<file path="src/rtl/image_scaler.sv">
// image_scaler: walks every destination pixel, reads 1 or 4 source pixels from a synchronous ROM, writes one framebuffer pixel.
// Build option: define SCALER_AVG_EN to compile the 2x2 block-average mode; otherwise mode 10 behaves as decimate.
module image_scaler #(
    parameter int SRC_W  = 160,
    parameter int SRC_H  = 120,
    parameter int PIX_W  = 8,
    parameter int SRC_AW = 15,
    parameter int DST_AW = 17,
    parameter int RD_LAT = 1
) (
    input  logic              CLK,
    input  logic              RESET,
    input  logic              START,
    input  logic [1:0]        ALGORITHM,
    output logic [SRC_AW-1:0] R_ADDR,
    input  logic [PIX_W-1:0]  PIXEL_IN,
    output logic [DST_AW-1:0] W_ADDR,
    output logic [PIX_W-1:0]  PIXEL_OUT,
    output logic              WREN,
    output logic              BUSY,
    output logic              DONE
);

    localparam int CW = (2 * SRC_W > 2) ? $clog2(2 * SRC_W) : 1;
    localparam int RW = (2 * SRC_H > 2) ? $clog2(2 * SRC_H) : 1;
    localparam int WW = (RD_LAT > 1) ? $clog2(RD_LAT) : 1;

    typedef enum logic [2:0] {
        S_IDLE,
        S_READ,
        S_WAIT,
        S_WRITE,
        S_FIN
    } state_t;

    state_t            state_q;
    logic [1:0]        mode_q;
    logic [CW-1:0]     dx_q;
    logic [RW-1:0]     dy_q;
    logic [SRC_AW-1:0] base_q;
    logic [SRC_AW-1:0] col_q;
    logic              xo_q;
    logic              yo_q;
    logic [1:0]        samp_q;
    logic [WW-1:0]     wait_q;
    logic              last_q;

    logic [CW-1:0]     dx_last;
    logic [RW-1:0]     dy_last;
    logic [SRC_AW-1:0] col_step;
    logic [SRC_AW-1:0] row_step;
    logic [SRC_AW-1:0] rd_addr_nx;
    logic              last_samp;
    logic [PIX_W-1:0]  pix_res;

    // Offset of sample s inside a 2x2 block: bit0 selects the right column, bit1 the lower row.
    function automatic logic [SRC_AW-1:0] sample_off(input logic [1:0] s);
        logic [SRC_AW-1:0] off;
        off = s[0] ? SRC_AW'(1) : '0;
        if (s[1]) off = off + SRC_AW'(SRC_W);
        return off;
    endfunction

`ifdef SCALER_AVG_EN
    logic [PIX_W+1:0] acc_q;
    logic [PIX_W+1:0] sum;

    // Round-to-nearest average; the +2 cannot overflow PIX_W+2 bits.
    function automatic logic [PIX_W-1:0] round_avg(input logic [PIX_W+1:0] s);
        logic [PIX_W+1:0] r;
        r = s + (PIX_W+2)'(2);
        return r[PIX_W+1:2];
    endfunction
`endif

    always_comb begin
        dx_last  = CW'(SRC_W - 1);
        dy_last  = RW'(SRC_H - 1);
        col_step = SRC_AW'(1);
        row_step = SRC_AW'(SRC_W);
        case (mode_q)
            2'b00: begin
                dx_last  = CW'(2 * SRC_W - 1);
                dy_last  = RW'(2 * SRC_H - 1);
                col_step = {{(SRC_AW-1){1'b0}}, xo_q};
                row_step = yo_q ? SRC_AW'(SRC_W) : '0;
            end
            2'b01, 2'b10: begin
                dx_last  = CW'(SRC_W / 2 - 1);
                dy_last  = RW'(SRC_H / 2 - 1);
                col_step = SRC_AW'(2);
                row_step = SRC_AW'(2 * SRC_W);
            end
            default: ;
        endcase
        rd_addr_nx = base_q + col_q + sample_off(samp_q + 2'd1);
    end

    always_comb begin
`ifdef SCALER_AVG_EN
        sum       = ((samp_q == 2'd0) ? '0 : acc_q) + {2'b00, PIXEL_IN};
        last_samp = (mode_q != 2'b10) || (samp_q == 2'd3);
        pix_res   = (mode_q == 2'b10) ? round_avg(sum) : PIXEL_IN;
`else
        last_samp = 1'b1;
        pix_res   = PIXEL_IN;
`endif
    end

    always_ff @(posedge CLK or negedge RESET) begin
        if (!RESET) begin
            state_q   <= S_IDLE;
            mode_q    <= '0;
            dx_q      <= '0;
            dy_q      <= '0;
            base_q    <= '0;
            col_q     <= '0;
            xo_q      <= 1'b0;
            yo_q      <= 1'b0;
            samp_q    <= '0;
            wait_q    <= '0;
            last_q    <= 1'b0;
`ifdef SCALER_AVG_EN
            acc_q     <= '0;
`endif
            R_ADDR    <= '0;
            W_ADDR    <= '0;
            PIXEL_OUT <= '0;
            WREN      <= 1'b0;
            BUSY      <= 1'b0;
            DONE      <= 1'b0;
        end else begin
            case (state_q)
                S_IDLE: begin
                    if (START) begin
`ifdef SCALER_AVG_EN
                        mode_q <= ALGORITHM;
`else
                        mode_q <= (ALGORITHM == 2'b10) ? 2'b01 : ALGORITHM;
`endif
                        dx_q    <= '0;
                        dy_q    <= '0;
                        base_q  <= '0;
                        col_q   <= '0;
                        xo_q    <= 1'b0;
                        yo_q    <= 1'b0;
                        samp_q  <= '0;
                        last_q  <= 1'b0;
                        R_ADDR  <= '0;
                        W_ADDR  <= '0;
                        BUSY    <= 1'b1;
                        state_q <= S_READ;
                    end
                end
                S_READ: begin
                    wait_q  <= WW'(RD_LAT - 1);
                    state_q <= S_WAIT;
                end
                S_WAIT: begin
                    if (wait_q != '0) begin
                        wait_q <= wait_q - WW'(1);
                    end else if (!last_samp) begin
`ifdef SCALER_AVG_EN
                        acc_q <= sum;
`endif
                        samp_q  <= samp_q + 2'd1;
                        R_ADDR  <= rd_addr_nx;
                        state_q <= S_READ;
                    end else begin
                        PIXEL_OUT <= pix_res;
                        WREN      <= 1'b1;
                        samp_q    <= '0;
                        last_q    <= (dx_q == dx_last) && (dy_q == dy_last);
                        state_q   <= S_WRITE;
                        // Advance the destination walk now so WRITE can issue the next read address.
                        if (dx_q == dx_last) begin
                            dx_q   <= '0;
                            col_q  <= '0;
                            xo_q   <= 1'b0;
                            yo_q   <= ~yo_q;
                            dy_q   <= dy_q + RW'(1);
                            base_q <= base_q + row_step;
                        end else begin
                            dx_q  <= dx_q + CW'(1);
                            col_q <= col_q + col_step;
                            xo_q  <= ~xo_q;
                        end
                    end
                end
                S_WRITE: begin
                    WREN <= 1'b0;
                    if (last_q) begin
                        BUSY    <= 1'b0;
                        DONE    <= 1'b1;
                        state_q <= S_FIN;
                    end else begin
                        W_ADDR  <= W_ADDR + DST_AW'(1);
                        R_ADDR  <= base_q + col_q;
                        state_q <= S_READ;
                    end
                end
                S_FIN: begin
                    DONE    <= 1'b0;
                    state_q <= S_IDLE;
                end
                default: state_q <= S_IDLE;
            endcase
        end
    end

endmodule

</file>
<file path="config.mk">
export PLATFORM = sky130hd
export DESIGN_NAME = image_scaler
export DESIGN_NICKNAME = d
export VERILOG_FILES = /design/src/rtl/image_scaler.sv
export SDC_FILE = /design/constraint.sdc
export NUM_CORES = 1
export LEC_CHECK = 0
export CAP_MARGIN = 15
export CORE_ASPECT_RATIO = 1.2
export CORE_MARGIN = 2
export CORE_UTILIZATION = 25
export DETAILED_ROUTE_END_ITERATION = 12
export PLACE_DENSITY_LB_ADDON = 0.3
export RECOVER_POWER = 50
export SYNTH_ARGS = -nofsm -noshare
export SYNTH_HDL_FRONTEND = slang
export SYNTH_SLANG_ARGS = --single-unit
</file>
<file path="constraint.sdc">
create_clock -name CLK -period 6.28 [get_ports CLK]
set_input_delay 1.256 -clock CLK [delete_from_list [all_inputs] [get_ports CLK]]
set_output_delay 1.256 -clock CLK [all_outputs]
set_load 0.05 [all_outputs]
</file>
==> results of run 1 <==
cell families (layout without fill, tap and decap cells):
group / count (synthesis) / count (layout) / synth area share
AND/OR/NAND/NOR: 210 / 210 / 0.202
AO/OA/AOI/OAI: 128 / 128 / 0.165
flip-flops: 93 / 93 / 0.470
XOR/XNOR: 46 / 46 / 0.0814
buffers and inverters: 31 / 86 / 0.0280
adder cells (fa/ha/maj): 21 / 21 / 0.0526
other: 1 / 1 / 0.000757
through the flow:
step | util | area (µm²) | hold slack (ns) | worst slack (ns)
final | 0.312 | 6080 | 0.475 | 2.81
after global routing | 0.312 | 6080 | 0.500 | 2.20
after CTS | 0.314 | 6110 | 0.479 | 2.82
after detailed placement | 0.297 | 5790 | 0.467 | 2.48
after global placement | 0.297 | 5790 | 0.461 | 2.55
after floorplan | - | 4950 | 0.446 | 3.65
sequential cells by signal (all words and copies together), names as in the netlist, 3 cells and up:
signal,cells
PIXEL_OUT,8
R_ADDR,15
W_ADDR,17
base_q,10
col_q,15
dx_q,9
dy_q,8
state_q,3
cell type report:
cell class                 instances  share of cell area
clock inverter                     3             0.00699
inverter                           7             0.00432
multi-input combinational        406               0.410
clock buffer                      13              0.0444
sequential                        93               0.382
tap                              261              0.0537
timing repair buffer              63              0.0983
critical path, delay by kind of cell:
kind / cells / cell delay (ns)
xor+xnor: 1 / 0.17
simple gates: 5 / 1.09
buf+inv: 3 / 1.17
worst max path at each step:
stage,from,to,slack (ns),depth (start not counted)
after CTS,START,W_ADDR[13]$_DFFE_PN0P_,2.82,7
after detailed placement,START,W_ADDR[13]$_DFFE_PN0P_,2.48,7
final,START,col_q[6]$_DFFE_PN0P_,2.81,9
after global routing,RESET,base_q[6]$_DFFE_PN0P_,2.20,2
after floorplan,mode_q[0]$_DFFE_PN0P_,base_q[11]$_DFFE_PN0P_,3.65,13
after global placement,START,W_ADDR[9]$_DFFE_PN0P_,2.55,7
metal layers:
metal  global-route usage  share of wire  vias to the layer above
li1                     -              -                     1964
met4               0.0492          0.020                        0
met3               0.0186          0.032                       12
met2                0.200           0.48                       71
met5                    0              0                        -
met1                0.147           0.46                     1909
placed cells by master (no fill, tap or decap), types with 7 or more instances in the layout:
cell / count
dfrtp_1: 93
nand2_1: 81
nor2_1: 54
clkdlybuf4s50_1: 52
o21ai_1: 36
xor2_1: 30
o21ai_0: 25
a21oi_1: 21
nand3_1: 21
ha_1: 20
xnor2_1: 16
nand4_1: 11
a22o_1: 10
and3_1: 9
clkbuf_16: 9
inv_1: 7
power by group:
group	total [W]	switching (W)	leakage, nW	internal, W
Clock	0.000571	0.000230	0.152	0.000341
Combinational	0.000950	0.000636	1.24	0.000313
Sequential	0.000814	0.000107	1.25	0.000706
==> flow_summary.ini, run 1 <==
[min_path]
hold_class = flip-flop to flip-flop
whs_endpoint = R_ADDR[4]$_DFFE_PN0P_
hp-start = R_ADDR[4]$_DFFE_PN0P_
min_path_cells = 2

[synth]
ys_seq_area_frac = 0.470
syn_area_per_cell_um2 = 9.34
synth_commonest_cells = 93 x dfrtp_1, 81 x nand2_1, 54 x nor2_1, 36 x o21ai_1, 30 x xor2_1
synth_top_area_share = 0.470
synth_edf_count = 0
synth_cell_types = 54
synth.largest_area_cell = dfrtp_1
synthTopCellsByArea = dfrtp_1 47%, nand2_1 6.1%, xor2_1 5.3%
ys_dominant_reg_cell = dfrtp_1
async_flop_share = 1.00
synth_cells = 530
yosysMostFrequentCell = dfrtp_1
yosys_warnings = 0
synth.net_count = 563
ys_ff_latch = 93
netlist_area_um2 = 4950

[critical_path]
crit-reg2reg-launch = mode_q[0]$_DFFE_PN0P_
r2r_end = base_q[7]$_DFFE_PN0P_
cp_data_required_time_ns = 6.51
crit_arrival_ns = 3.71
max_stage_delay_ns = 0.70
path_max_fanout = 25
r2r_cells = 7
start_kind = input port
slowest_stage = nor4b_4
crit_top_cell = nor2_1
path_class = input port to flip-flop
r2r_slack_ns = 3.19
path_cells = dlygate4sd3_1 -> nor4b_4 -> buf_4 -> nor2_1 -> buf_4 -> nor2_1 -> nand3_1 -> xor2_1 -> nor2_1
critPathCaptureType = flip-flop

[floorplan]
start_util = 0.254
row_count = 56
die_area_um2 = 21000
io_pins = 56
fp.dieH_um = 158
design.core.area_um2 = 19500
die_w_um = 132

[grt]
track_usage = 0.117
antenna_found_initial = 0
grt_pass1_wl_um = 19600
grt_max_degree = 77
gr-total-overflow = 0
grt_pass1_vias = 3946

[cells_and_area]
regArea_um2 = 2330
stdcell_count = 846
nets = 613
area_delta_synth_final_pct = 22.9
multi_input_area_um2 = 2490
drive_above_1_share = 0.0581
antenna_cells = 0
fill_cells = 2040

[place]
dp_cells = 830
gp_congestion = 0.753
port_buffers = 55
dp_hpwl_um = 8200

[clock_network]
clock-sinks = 93
postCtsHoldBufs = 0
post-cts-setup-buffer-count = 0
cts_resized = 0
clockBufferDepth = 2
clk_latency_ns = 0.34
cts_buffers = 9
cts_tree = built
cts_root_buffer = clkbuf_16
clk_pin_slew_worst_paths_ns = 0.06
htree_levels = 3

[run]
drv_cap = 1

[timing]
tns_ns = 0
hold_viol = 0
max_freq_mhz = 288
period_needed_ns = 3.47
period_share = 0.553
rsz0062_at_grt = no
finalMaxSlewViolations = 77
skew_ns = 0.00584
relSlewSlack = -0.287
worstMarginPinSlew_ns = 1.93
setup_violations = 0

[outcome]
outcome = finished with violations
failed_checks = max-capacitance violations, max-slew violations

[route]
vias = 3956
initialDrtViolationCount = 238
first_pass_iters = 4
via_per_inst = 4.68
wire_per_inst_um = 13.9
drc = 0
routed_wirelength_um = 11700
final_antenna_net_count = 0

[pwr]
power_w = 0.00233
worst_ir_drop_vdd_mv = 0.179
p_per_area_nw_per_um2 = 384
total_leakage_power_nw = 2.65
(Power assumes the default switching activity.)
==> run 2, diff against run 1 <==
==> constraint.sdc (replaced) <==
create_clock -name CLK -period 3.2 [get_ports CLK]
set_input_delay 0.64 -clock CLK [delete_from_list [all_inputs] [get_ports CLK]]
set_output_delay 0.64 -clock CLK [all_outputs]
set_load 0.05 [all_outputs]
==> flow_summary.ini, run 2 (synthesis results as in run 1) <==
[outcome]
outcome = completed

[pwr]
clockPowerShare = 0.253
worst_ir_drop_vdd_mv = 0.409
swShare = 0.418
internal-power_w = 0.00273
power_frac_seq = 0.340
p_per_area_nw_per_um2 = 767
power_w = 0.00470
total_leakage_power_nw = 2.67
p_switching_w = 0.00197
power_frac_comb = 0.408

[floorplan]
io_pins = 56
design.core.area_um2 = 19500
die_area_um2 = 21000
fp.dieH_um = 158
start_util = 0.254
row_count = 56
die_w_um = 132

[place]
place_area_um2 = 5850
pre_cts_ws_ns = 0.538
gp_congestion = 0.806
dp_hpwl_um = 8650
dp_cells = 838
port_buffers = 55

[grt]
grt_max_degree = 50
antenna_found_initial = 0
grt_pass1_vias = 4004
grt_pass1_wl_um = 20300
track_usage = 0.121
gr-total-overflow = 0

[clock_network]
htree_levels = 3
cts_tree = built
cts_resized = 0
cts_root_buffer = clkbuf_16
cts_buffers = 9
post-cts-setup-buffer-count = 0
clock-sinks = 93
postCtsHoldBufs = 0
clk_pin_slew_worst_paths_ns = 0.07
clk_latency_ns = 0.35
clockBufferDepth = 2

[route]
drc = 0
first_pass_iters = 4
initialDrtViolationCount = 265
wire_per_inst_um = 14.2
vias = 4040
routed_wirelength_um = 12100
via_per_inst = 4.73
final_antenna_net_count = 0

[critical_path]
start_kind = input port
path_class = input port to flip-flop
path_max_fanout = 23
critPathCaptureType = flip-flop
cp_data_required_time_ns = 3.46
crit_arrival_ns = 3.09

[min_path]
hold_class = flip-flop to flip-flop

[cells_and_area]
area_delta_synth_final_pct = 23.8
largest-register = W_ADDR
drive_above_1_share = 0.0658
largest_registers = W_ADDR x17, R_ADDR x15, col_q x15
final_cell_mix = 93 x dfrtp_1, 81 x nand2_1, 54 x nor2_1, 53 x clkdlybuf4s50_1, 35 x o21ai_1
stdcell_count = 854
final_common_cell = dfrtp_1
antenna_cells = 0
largest_reg_flops = 17
fin_area_um2 = 6130
nets = 621

[timing]
period_needed_ns = 2.82
rsz0062_at_grt = no
relSlewSlack = 0.116
setup_ws_ns = 0.379
finalMaxSlewViolations = 0
skew_ns = 0.0112
tns_ns = 0
max_freq_mhz = 354
hold_viol = 0
worstMarginPinSlew_ns = 1.33
setup_violations = 0
period_share = 0.882

[run]
drv_cap = 0
## run 2: routing by layer
metal | part of all wire | global-route usage | wire length (µm)
met5 | 0 | 0 | 0
met4 | 0.025 | 0.0640 | 302
met3 | 0.036 | 0.0205 | 434
met2 | 0.48 | 0.201 | 5820
met1 | 0.46 | 0.152 | 5580
## run 2: worst paths after layout
path	start	to	slack, ns	cells past startpoint
worst min-delay path	R_ADDR[8]$_DFFE_PN0P_	R_ADDR[8]$_DFFE_PN0P_	0.48	2
max in group asynchronous	RESET	col_q[3]$_DFFE_PN0P_	0.83	2
worst max-delay path	START	base_q[7]$_DFFE_PN0P_	0.38	5
worst max register to register	mode_q[0]$_DFFE_PN0P_	base_q[8]$_DFFE_PN0P_	0.50	10
worst min register to register	R_ADDR[8]$_DFFE_PN0P_	R_ADDR[8]$_DFFE_PN0P_	0.48	2
min in group asynchronous	RESET	W_ADDR[3]$_DFFE_PN0P_	0.55	1
## run 2: area by class of cell
type	instances	area [µm²]
fillers	2069	13300
inverters	7	26.3
well taps	261	327
clock buffers	10	239
flip-flops and latches	93	2330
clock inverters	6	86.3
repair buffers	71	643
multi-input cells	406	2480
## run 2: critical path, cell delays in order
cell and delay (ns):
dlygate4sd3_1 0.54, nor4b_1 0.53, clkbuf_1 0.81, nor2_1 0.27, o31ai_1 0.28
## run 2: stage by stage
stage | hold slack [ns] | utilization
after floorplan | 0.344 | -
after global placement | 0.460 | 0.301
after detailed placement | 0.466 | 0.301
after CTS | 0.331 | 0.317
after global routing | 0.509 | 0.315
final | 0.476 | 0.315
## run 2: power by group through the flow
stage / Clock (W) / Sequential [W] / Combinational (W)
floorplan: 0 / 0.00195 / 0.000928
global placement: 0 / 0.00162 / 0.00192
detailed placement: 0 / 0.00163 / 0.00196
CTS: 0.00122 / 0.00161 / 0.00197
global route: 0.00127 / 0.00163 / 0.00208
finish: 0.00119 / 0.00160 / 0.00192
==> run 3, diff against run 2 <==
--- a/config.mk
+++ b/config.mk
@@ -8,7 +8,7 @@
 export CAP_MARGIN = 15
 export CORE_ASPECT_RATIO = 1.2
 export CORE_MARGIN = 2
-export CORE_UTILIZATION = 25
+export CORE_UTILIZATION = 55
 export DETAILED_ROUTE_END_ITERATION = 12
 export PLACE_DENSITY_LB_ADDON = 0.3
 export RECOVER_POWER = 50
==> flow_summary.ini, run 3 (synthesis results as in run 1) <==
[cells_and_area]
largest-register = W_ADDR
antenna_cells = 0
largest_registers = W_ADDR x17, R_ADDR x15, col_q x15
fill_cells = 695
final_common_cell = dfrtp_1
final_cell_mix = 93 x dfrtp_1, 81 x nand2_1, 54 x nor2_1, 53 x clkdlybuf4s50_1, 34 x o21ai_1
nets = 617
drive_above_1_share = 0.0662
fin_util = 0.678
stdcell_count = 706
largest_reg_flops = 17
area_delta_synth_final_pct = 18.5

[floorplan]
die_area_um2 = 9780
io_pins = 56
design.core.area_um2 = 8660
die_w_um = 90.6
row_count = 37
fp.dieH_um = 108
start_util = 0.572

[place]
dp_cells = 690
dp_hpwl_um = 7970
port_buffers = 55
pre_cts_ws_ns = 0.425
gp_congestion = 0.890

[min_path]
hold_class = flip-flop to flip-flop

[clock_network]
clk_latency_ns = 0.39
cts_root_buffer = clkbuf_8
htree_levels = 3
clk_pin_slew_worst_paths_ns = 0.10
clockBufferDepth = 2
post-cts-setup-buffer-count = 0
cts_buffers = 9
cts_tree = built
clock-sinks = 93
postCtsHoldBufs = 0
cts_resized = 0

[timing]
period_share = 0.882
period_needed_ns = 2.82
setup_violations = 0
setup_ws_ns = 0.377
tns_ns = 0
worstMarginPinSlew_ns = 2.52
max_freq_mhz = 354
hold_ws_ns = 0.484
hold_viol = 0
relSlewSlack = -0.677
skew_ns = 0.0180
rsz0062_at_grt = no
finalMaxSlewViolations = 47

[grt]
gr-total-overflow = 0
track_usage = 0.249
grt_pass1_vias = 4065
grt_pass1_wl_um = 19400
antenna_found_initial = 0
grt_max_degree = 47

[route]
routed_wirelength_um = 11300
wire_per_inst_um = 16.0
drc = 0
via_per_inst = 5.82
final_antenna_net_count = 0
vias = 4106
initialDrtViolationCount = 183
first_pass_iters = 5

[critical_path]
start_kind = flip-flop
crit_arrival_ns = 3.10
cp_data_required_time_ns = 3.47
critPathCaptureType = flip-flop
path_class = flip-flop to flip-flop
crit_top_cell = ha_1
path_delay_family = adder cells
max_stage_delay_ns = 0.63
slowest_stage = ha_1
path_max_fanout = 18
critPathBufInv = 1
path_cells = inv_1 -> ha_1 -> o21ai_0 -> ha_1 -> ha_1 -> a22o_1 -> a311oi_1 -> nor2_1 -> o2111ai_1 -> xor2_1 -> nor2_1

[pwr]
internal-power_w = 0.00256
clockPowerShare = 0.218
p_per_area_nw_per_um2 = 758
swShare = 0.424
total_leakage_power_nw = 2.63
power_frac_comb = 0.423
power_frac_seq = 0.359
worst_ir_drop_vdd_mv = 0.603
p_switching_w = 0.00189

[run]
drv_cap = 1

[outcome]
failed_checks = max-capacitance violations, max-slew violations
outcome = finished with violations
==> run 3: final cells by class <==
class	count	area (µm²)	share of cell area
Clock inverter	6	110	0.0188
Timing Repair Buffer	67	631	0.107
Multi-Input combinational cell	406	2490	0.425
Tap cell	117	146	0.0249
Inverter	7	26.3	0.00448
Clock buffer	10	138	0.0234
Sequential cell	93	2330	0.396
==> run 3: worst min-delay path: stages (launching register included) <==
cell and delay (ns):
dfrtp_1 0.35, nand2_1 0.05, nand2_1 0.06
==> run 3: routing by layer <==
layer | share of wire | wire length [µm] | GRT usage | vias to the layer above
li1 | - | - | - | 1972
met3 | 0.049 | 550 | 0.0453 | 28
met1 | 0.43 | 4880 | 0.317 | 1985
met2 | 0.49 | 5530 | 0.411 | 121
met4 | 0.030 | 342 | 0.126 | 0
met5 | 0 | 0 | 0 | -
==> run 3: worst paths after layout <==
path / slack (ns) / end / cells after the start / startpoint
min in group asynchronous: 1.02 / W_ADDR[6]$_DFFE_PN0P_ / 1 / RESET
hold reg to reg: 0.48 / PIXEL_OUT[4]$_DFFE_PN0P_ / 2 / PIXEL_OUT[4]$_DFFE_PN0P_
max in group asynchronous: 0.74 / dx_q[0]$_DFFE_PN0P_ / 1 / RESET
setup / recovery: 0.38 / base_q[11]$_DFFE_PN0P_ / 11 / mode_q[0]$_DFFE_PN0P_
hold / removal: 0.48 / PIXEL_OUT[4]$_DFFE_PN0P_ / 2 / PIXEL_OUT[4]$_DFFE_PN0P_
setup reg to reg: 0.38 / base_q[11]$_DFFE_PN0P_ / 11 / mode_q[0]$_DFFE_PN0P_
==> run 3: per-stage QoR <==
step | total power, W | cell area, µm²
6_report | 0.00445 | 5870
5_1_grt | 0.00472 | 5870
4_1_cts | 0.00448 | 5890
3_5_place_dp | 0.00352 | 5640
3_3_place_gp | 0.00345 | 5640
2_1_floorplan | 0.00288 | 4950
==> run 3: power groups by stage <==
| stage | sequential [W] | clock [W] | combinational, W |
|---|---|---|---|
| 4_1_cts | 0.00160 | 0.000978 | 0.00190 |
| 5_1_grt | 0.00163 | 0.00102 | 0.00207 |
| 6_report | 0.00160 | 0.000968 | 0.00188 |
| 2_1_floorplan | 0.00195 | 0 | 0.000928 |
| 3_3_place_gp | 0.00161 | 0 | 0.00184 |
| 3_5_place_dp | 0.00162 | 0 | 0.00189 |
